## src/rtl/mac_pkg.sv

```systemverilog
// Shared types and constant helpers for the mac_dot_acc datapath: stage flag
// bundle, accumulator width and saturation limits.
package mac_pkg;

  localparam int MAX_ACC_W = 64;

  typedef struct packed {
    logic valid;
    logic first;
    logic last;
  } stage_flags_t;

  function automatic int acc_width(input int a_w, input int b_w, input int guard_w);
    return a_w + b_w + guard_w;
  endfunction

  // Largest representable accumulator value, right-aligned in MAX_ACC_W bits.
  function automatic logic [MAX_ACC_W-1:0] sat_max(input bit sgn, input int w);
    logic [MAX_ACC_W-1:0] r;
    r = '0;
    for (int i = 0; i < MAX_ACC_W; i++) begin
      if ((i < w - 1) || ((i == w - 1) && !sgn)) r[i] = 1'b1;
    end
    return r;
  endfunction

  function automatic logic [MAX_ACC_W-1:0] sat_min(input bit sgn, input int w);
    logic [MAX_ACC_W-1:0] r;
    r = '0;
    for (int i = 0; i < MAX_ACC_W; i++) begin
      if (sgn && (i == w - 1)) r[i] = 1'b1;
    end
    return r;
  endfunction

endpackage

```

## src/rtl/mac_mult_stage.sv

```systemverilog
// Operand register + full-precision product register (2 enabled edges, in to prod_q).
// No backpressure: clken stalls both stages; flags travel alongside the data.
module mac_mult_stage
  import mac_pkg::*;
#(
  parameter int A_W    = 8,
  parameter int B_W    = 8,
  parameter int SIGNED = 0
) (
  input  logic                 clk,
  input  logic                 aclr,
  input  logic                 clken,
  input  stage_flags_t         in_flags,
  input  logic [A_W-1:0]       dataa,
  input  logic [B_W-1:0]       datab,
  output logic [A_W+B_W-1:0]   prod_q,
  output stage_flags_t         flags_q
);

  localparam int P_W = A_W + B_W;

  logic [A_W-1:0] a_q, a_d;
  logic [B_W-1:0] b_q, b_d;
  stage_flags_t   s1_q, s1_d;
  stage_flags_t   flags_d;
  logic [P_W-1:0] prod_d;
  logic [P_W-1:0] a_ext, b_ext;

  // Both operands extended to the product width, so the low P_W bits of the
  // product are exact for either signedness.
  always_comb begin
    a_ext = (SIGNED != 0) ? P_W'($signed(a_q)) : P_W'(a_q);
    b_ext = (SIGNED != 0) ? P_W'($signed(b_q)) : P_W'(b_q);
  end

  always_comb begin
    a_d     = a_q;
    b_d     = b_q;
    s1_d    = s1_q;
    prod_d  = prod_q;
    flags_d = flags_q;
    if (clken) begin
      a_d     = dataa;
      b_d     = datab;
      s1_d    = in_flags;
      prod_d  = a_ext * b_ext;
      flags_d = s1_q;
    end
  end

  always_ff @(posedge clk or posedge aclr) begin
    if (aclr) begin
      a_q     <= '0;
      b_q     <= '0;
      s1_q    <= '0;
      prod_q  <= '0;
      flags_q <= '0;
    end else begin
      a_q     <= a_d;
      b_q     <= b_d;
      s1_q    <= s1_d;
      prod_q  <= prod_d;
      flags_q <= flags_d;
    end
  end

endmodule

```

## src/rtl/mac_dot_acc.sv

```systemverilog
// Framed dot-product MAC: result strobes 2 enabled edges after the last element is sampled.
// No backpressure; clken stalls everything. MAC_SAT_EN selects clamping instead of wrapping.
module mac_dot_acc
  import mac_pkg::*;
#(
  parameter int A_W     = 8,
  parameter int B_W     = 8,
  parameter int GUARD_W = 10,
  parameter int SIGNED  = 0,
  localparam int ACC_W  = acc_width(A_W, B_W, GUARD_W)
) (
  input  logic             clk,
  input  logic             aclr,
  input  logic             clken,
  input  logic             in_valid,
  input  logic             in_first,
  input  logic             in_last,
  input  logic [A_W-1:0]   dataa,
  input  logic [B_W-1:0]   datab,
  output logic [ACC_W-1:0] dataout,
  output logic             dout_valid,
  output logic             dout_ovf
);

  localparam int P_W = A_W + B_W;

  stage_flags_t     in_flags, s2_flags;
  logic [P_W-1:0]   prod;
  logic [ACC_W-1:0] ext;
  logic [ACC_W:0]   sum_full;
  logic [ACC_W-1:0] sum;
  logic             add_ovf;

  logic [ACC_W-1:0] acc_q, acc_d;
  logic             sticky_q, sticky_d;
  logic [ACC_W-1:0] dataout_q, dataout_d;
  logic             dout_ovf_q, dout_ovf_d;
  logic             dout_valid_q, dout_valid_d;

`ifdef MAC_SAT_EN
  localparam logic [MAX_ACC_W-1:0] SAT_MAX_W = sat_max(SIGNED != 0, ACC_W);
  localparam logic [MAX_ACC_W-1:0] SAT_MIN_W = sat_min(SIGNED != 0, ACC_W);
  localparam logic [ACC_W-1:0]     SAT_MAX   = SAT_MAX_W[ACC_W-1:0];
  localparam logic [ACC_W-1:0]     SAT_MIN   = SAT_MIN_W[ACC_W-1:0];
`endif

  assign in_flags = '{valid: in_valid, first: in_first, last: in_last};

  mac_mult_stage #(
    .A_W    (A_W),
    .B_W    (B_W),
    .SIGNED (SIGNED)
  ) u_mult (
    .clk      (clk),
    .aclr     (aclr),
    .clken    (clken),
    .in_flags (in_flags),
    .dataa    (dataa),
    .datab    (datab),
    .prod_q   (prod),
    .flags_q  (s2_flags)
  );

  always_comb begin
    ext      = (SIGNED != 0) ? ACC_W'($signed(prod)) : ACC_W'(prod);
    sum_full = {1'b0, acc_q} + {1'b0, ext};
    sum      = sum_full[ACC_W-1:0];
    if (SIGNED != 0)
      add_ovf = (acc_q[ACC_W-1] == ext[ACC_W-1]) && (sum[ACC_W-1] != acc_q[ACC_W-1]);
    else
      add_ovf = sum_full[ACC_W];
  end

  always_comb begin
    acc_d        = acc_q;
    sticky_d     = sticky_q;
    dataout_d    = dataout_q;
    dout_ovf_d   = dout_ovf_q;
    dout_valid_d = dout_valid_q;
    if (clken) begin
      dout_valid_d = 1'b0;
      if (s2_flags.valid) begin
        if (s2_flags.first) begin
          acc_d    = ext;
          sticky_d = 1'b0;
        end else begin
          sticky_d = sticky_q | add_ovf;
`ifdef MAC_SAT_EN
          // A clamped accumulator is frozen until the next first element.
          if (sticky_q)
            acc_d = acc_q;
          else if (add_ovf)
            acc_d = ((SIGNED != 0) && ext[ACC_W-1]) ? SAT_MIN : SAT_MAX;
          else
            acc_d = sum;
`else
          acc_d = sum;
`endif
        end
        if (s2_flags.last) begin
          dataout_d    = acc_d;
          dout_ovf_d   = sticky_d;
          dout_valid_d = 1'b1;
        end
      end
    end
  end

  always_ff @(posedge clk or posedge aclr) begin
    if (aclr) begin
      acc_q        <= '0;
      sticky_q     <= 1'b0;
      dataout_q    <= '0;
      dout_ovf_q   <= 1'b0;
      dout_valid_q <= 1'b0;
    end else begin
      acc_q        <= acc_d;
      sticky_q     <= sticky_d;
      dataout_q    <= dataout_d;
      dout_ovf_q   <= dout_ovf_d;
      dout_valid_q <= dout_valid_d;
    end
  end

  // The strobe register only clears on an enabled edge, so gating it with
  // clken shows it for exactly one enabled cycle even across a stall.
  assign dataout    = dataout_q;
  assign dout_ovf   = dout_ovf_q;
  assign dout_valid = dout_valid_q & clken;

endmodule

```

## config.mk

```make
export PLATFORM = sky130hd
export DESIGN_NAME = mac_dot_acc
export DESIGN_NICKNAME = d
export VERILOG_FILES = /design/src/rtl/mac_pkg.sv /design/src/rtl/mac_mult_stage.sv /design/src/rtl/mac_dot_acc.sv
export SDC_FILE = /design/constraint.sdc
export NUM_CORES = 1
export LEC_CHECK = 0
export ABC_AREA = 1
export CORE_MARGIN = 4
export CORE_UTILIZATION = 30
export CTS_CLUSTER_DIAMETER = 150
export CTS_CLUSTER_SIZE = 28
export DETAILED_ROUTE_END_ITERATION = 16
export GPL_TIMING_DRIVEN = 0
export PLACE_DENSITY = 0.42
export SLEW_MARGIN = 20
export SYNTH_ARGS = -nofsm -noshare
export SYNTH_HDL_FRONTEND = slang
export SYNTH_HIERARCHICAL = 1
export SYNTH_SLANG_ARGS = --single-unit
```

## constraint.sdc

```tcl
create_clock -name clk -period 10.17 [get_ports clk]
set_input_delay 1.017 -clock clk [delete_from_list [all_inputs] [get_ports clk]]
set_output_delay 1.017 -clock clk [all_outputs]
set_load 0.02 [all_outputs]
```

; Yosys cells after proc, flatten, opt, wreduce, memory -nomap -nowiden
; Index checks and enable logic that the tools add are counted.
[word_totals]
in_bits = 22
regBits = 93
word_cells = 24
output_inout_bits = 28
[op_classes]
bitwise_logic = 2
mul = 1
n_mux = 4
n_reduce_logical = 2
add_sub_neg = 1
[ops]
columns = op, count
row1 = $add A26 B16 Y27, 1
row2 = $mux W26, 1
row3 = $mul A8 B8 Y16, 1
row4 = $mux W1, 3
row5 = $reduce_and A3 Y1, 1
row6 = $reduce_and A2 Y1, 1
row7 = $and A1 B1 Y1, 1
row8 = $or A1 B1 Y1, 1

; Depth between registers and ports, before layout
[depth]
ltp_word = 3
depth_mapped = 21
ltp_nobuf = 20

; Hierarchy
; Netlist, hierarchy kept.
[by_module_without_submodules]
columns = mod, seq_area_each_um2, area_each_um2, n_inst, cells_each
row1 = mac_dot_acc, 1376.3, 3977.6, 1, 616
row2 = mac_mult_stage, 950.9, 3799.9, 1, 528

; Worst setup path after synthesis
; OpenSTA, ideal clock, no wires.
[synth_timing]
path_type = register to register
startpoint = reg u_mult.b_q[7]
endpoint = reg u_mult.prod_q[8]
n_path_buf = 1
setup_time_ns = 0.117
arrival_ns = 3.765
path_slack_ns = 6.288
stages_incl_launch_ff = 18
path_cell_list = dfrtp_1 -> clkbuf_1 -> nand2_1 -> fa_1 -> fa_1 -> inv_1 -> fa_1 -> inv_1 -> fa_1 -> inv_1 -> ha_1 -> nand2_1 -> inv_1 -> nand2_1 -> nand2_1 -> or2_1 -> nand3_1 -> nand2_1
[synth_via]
elab_chain_len = 1
[synth_rtl]
columns = item, line
row1 = start: declaration, mac_mult_stage.sv:23  ; logic [B_W-1:0] b_q, b_d;
row2 = start signal: assignment, mac_mult_stage.sv:54  ; b_q <= '0;
row3 = start signal: assignment, mac_mult_stage.sv:60  ; b_q <= b_d;
row4 = $mul A8 B8 Y16, mac_mult_stage.sv:46  ; prod_d = a_ext * b_ext;
row5 = end signal: assignment, mac_mult_stage.sv:62  ; prod_q <= prod_d;
row6 = end: declaration, mac_mult_stage.sv:16  ; output logic [A_W+B_W-1:0] prod_q,
; Every way passes these cells.
; A chain may end at the register's enable or synchronous reset.

; Final worst setup path
[layout_timing]
startpoint = reg u_mult.a_q[1]
endpoint = reg u_mult.prod_q[10]
[layout_via]
elab_chain_len = 1
[layout_rtl]
columns = item, line
row1 = start: declaration, mac_mult_stage.sv:22  ; logic [A_W-1:0] a_q, a_d;
row2 = start signal: assignment, mac_mult_stage.sv:53  ; a_q <= '0;
row3 = start signal: assignment, mac_mult_stage.sv:59  ; a_q <= a_d;
row4 = $mul A8 B8 Y16, mac_mult_stage.sv:46
; Every way passes these cells.

==> flow_summary.json <==
{
  "fin_area_um2": 9050,
  "synth_compound_area_share_pct": 3.35,
  "die-area_um2": 28600,
  "arrival_ns": 4.56,
  "clk_path_buf_depth": 2,
  "power_per_cell_area_nw_per_um2": 234,
  "worst_pin_slew_ns": 0.660,
  "netlist_area_um2": 7780,
  "drv_cap": 0,
  "yosys-mux-area-fraction_pct": 0,
  "antenna_found_initial": 0,
  "hold_viol_final": 0,
  "final.fill_count": 2799,
  "synthSimpleGateAreaFrac_pct": 36.0,
  "fin_crit_ns": 4.32,
  "synth-seq-area-share_pct": 29.9,
  "clk_latency_ns": 0.37,
  "synth_cell_types": 34,
  "path_class": "reg -> reg",
  "drt-total-wl_um": 21900,
  "n_antenna_cell": 0,
  "end_kind": "flip-flop",
  "cts_tree": "done",
  "setup_viol": 0,
  "numCtsBuffers": 9,
  "setup_tns_ns": 0,
  "grt_pass1_vias": 6873,
  "cp.required_ns": 10.41,
  "grt_overflow": 0,
  "htree_levels": 3,
  "postCtsResizedCells": 0,
  "hp-start": "u_mult/flags_q[2]$_DFFE_PP0P_",
  "use_met3_pct": 1.89,
  "clk_transition_reported_paths_ns": 0.08,
  "initial_core_util_pct": 30.7,
  "status": "finished clean",
  "fin_crit_sh_pct": 42.5,
  "yosys.area_share.adder_pct": 17.9,
  "die_w_um": 169,
  "vias": 6848,
  "comb_power_share_pct": 57.2,
  "clockPowerShare_pct": 17.3,
  "swShare_pct": 49.2,
  "ant_nets": 0,
  "synth-edff-count": 0,
  "vias_per_cell": 4.44,
  "drt_first_pass_iters": 7,
  "rows": 58,
  "ys.flop_type": "dfrtp_1",
  "ir_drop_uv": 110,
  "worstHoldPathType": "reg -> reg",
  "clock_sinks": 93,
  "io_buffers": 49,
  "p_seq_share_pct": 25.5,
  "ys_seq_elements": 93,
  "wl_per_cell_um": 14.2,
  "synth-xor-area-share_pct": 0.338,
  "die_h_um": 169,
  "setup.worst_path.start_class": "flip-flop",
  "grt_first_pass_wirelength_um": 37000,
  "gr-usage-met2_pct": 23.5,
  "power.total_uw": 2120,
  "layout-drive-gt1-share_pct": 6.03,
  "hold_buffers": 0,
  "relSlewSlack_pct": 55.6,
  "rsz0062_at_grt": "no",
  "dpl_cell_area_um2": 8740,
  "core_um2": 25300,
  "drc": 0,
  "fmax_mhz": 232,
  "timing.rr.start": "u_mult/a_q[1]$_DFFE_PP0P_",
  "clock_skew_ns": 0.0187,
  "dp_hpwl_um": 17800,
  "synth.net_count": 1255,
  "critical_path.startpoint": "u_mult/a_q[1]$_DFFE_PP0P_",
  "root_buffer": "clkbuf_16",
  "gr-max-usage-layer": "met1",
  "syn2layout_area_growth_pct": 16.4,
  "gr-usage-met1_pct": 25.9,
  "synth_warnings": 6,
  "grt_max_degree": 52,
  "post_cts_buffers": 0,
  "slew_viol_final": 0,
  "syn_avg_cell_area_um2": 6.80,
  "grt.total_usage_pct": 16.4,
  "synthCells": 1144,
  "p_leak_uw": 0.00519,
  "drt-initial-drc-count": 439,
  "synth_top_family_by_area": "simple AND/OR/NAND/NOR gates",
  "intPower_uw": 1070,
  "net-switching-power_uw": 1040,
  "cp_max_fo": 9,
  "final_nets": 1317,
  "async_flop_share_pct": 100,
  "gp_congestion": 0.835,
  "io_pins": 50
}
[state kept, by name, indices dropped and copies added (netlist names)]
| signal | cells |
|---|---|
| sticky_q | 1 |
| u_mult/prod_q | 16 |
| dout_ovf | 1 |
| u_mult/s1_q | 3 |
| u_mult/a_q | 8 |
| u_mult/b_q | 8 |
| dataout | 26 |
| acc_q | 26 |
| u_mult/flags_q | 3 |
| dout_valid_q | 1 |
[metal layers]
metal | routed length [um] | part of all wire (%)
met1 | 12100 | 55
met2 | 8610 | 39
met3 | 909 | 4.1
met4 | 284 | 1.3
met5 | 0 | 0
[metrics by stage]
step                std cells  hold slack, ns  setup WS [ns]  utilization (%)
floorplan                1144           0.442           6.29                -
global placement         1523           0.456           5.82             34.3
detailed placement       1525           0.459           5.78             34.5
CTS                      1541           0.479           5.76             35.7
global route             1541           0.501           5.50             35.7
finish                   1541           0.474           5.85             35.7
[power groups by stage]
stage / sequential, uW / clock, uW / combinational [uW]
final: 539 / 365 / 1210
after global routing: 553 / 393 / 1400
after detailed placement: 547 / 0 / 1220
after CTS: 542 / 383 / 1230
after global placement: 549 / 0 / 1210
after floorplan: 561 / 0 / 841
[critical path: stages, from the launching register on]
cell,delay [ns]
dfrtp_1,0.34
clkbuf_1,0.42
nand2_1,0.15
fa_1,0.51
fa_1,0.55
inv_1,0.06
fa_1,0.52
inv_1,0.05
fa_1,0.52
inv_1,0.04
ha_1,0.36
nand2_1,0.08
nand2_1,0.06
nand2_1,0.07
nand2_1,0.07
inv_1,0.06
nand2_1,0.05
o21ai_0,0.20
nand2_1,0.08
[area by class of cell]
type                    instances  area [um^2]  area share, %
plain buffers                  39          186           2.06
clock buffers                   9          225           2.49
clock inverters                 7         86.3          0.954
inverters                     210          791           8.74
multi-input cells             802         4480           49.5
flip-flops and latches         93         2330           25.7
well taps                     330          413           4.56
repair buffers                 51          546           6.03
[final timing paths]
path	end	slack, ns	cells after the start
min in group asynchronous	dataout[9]$_DFFE_PP0P_	0.90	2
worst min-delay path	u_mult/flags_q[2]$_DFFE_PP0P_	0.47	2
worst max register to register	u_mult/prod_q[10]$_DFFE_PP0P_	5.85	18
max in group asynchronous	u_mult/prod_q[6]$_DFFE_PP0P_	8.64	3
worst max-delay path	u_mult/prod_q[10]$_DFFE_PP0P_	5.85	18
worst min register to register	u_mult/flags_q[2]$_DFFE_PP0P_	0.47	2
[synthesized netlist by cell type (4+ instances only)]
cell type	instances	area, um^2
a21oi_1	15	75.1
nor3_1	4	20.0
nor2_2	6	37.5
nor2_1	43	161
fa_1	37	741
nand2_1	488	1830
o21ai_1	7	35.0
nand3_1	58	290
buf_2	11	55.1
o21ai_0	9	45.0
clkbuf_1	24	90.1
nand3b_1	5	37.5
nand3_2	5	50.1
nand2_2	12	75.1
o21a_1	5	37.5
inv_2	8	30.0
nand4_1	29	181
ha_1	52	651
a31oi_1	7	43.8
dfrtp_1	93	2330
inv_1	201	754
[logic make-up (layout without fill, tap and decap cells)]
group           count (synthesis)  in the layout
flops                          93             93
compound gates                 46             46
xor+xnor                        3              3
simple gates                  664            664
buf+inv                       249            316
fa+ha+maj                      89             89
[cell usage in the layout, fill, tap and decap left out, types with 2 or more instances in the layout]
cell type,synthesis,final
clkdlybuf4s50_1,0,49
a21oi_1,15,15
buf_16,0,2
clkbuf_16,0,9
nor2_2,6,6
clkbuf_1,24,24
nand3_1,58,58
buf_2,11,11
nor3_1,4,4
and2_1,2,2
or2_2,2,2
nand3b_1,5,5
nand2_1,488,488
xnor2_1,3,3
o21ai_0,9,9
nand4_1,29,29
nand3_2,5,5
buf_6,3,3
clkinv_8,0,3
inv_6,0,2
a31oi_1,7,7
or2_1,3,3
inv_2,8,9
ha_1,52,52
or2_0,3,3
inv_1,201,199
nor2_1,43,43
nand2_2,12,12
o21ai_1,7,7
dfrtp_1,93,93
nor2_4,2,2
fa_1,37,37
o21a_1,5,5
a21boi_0,2,2
Note: power is estimated with default switching activity, not from simulation.
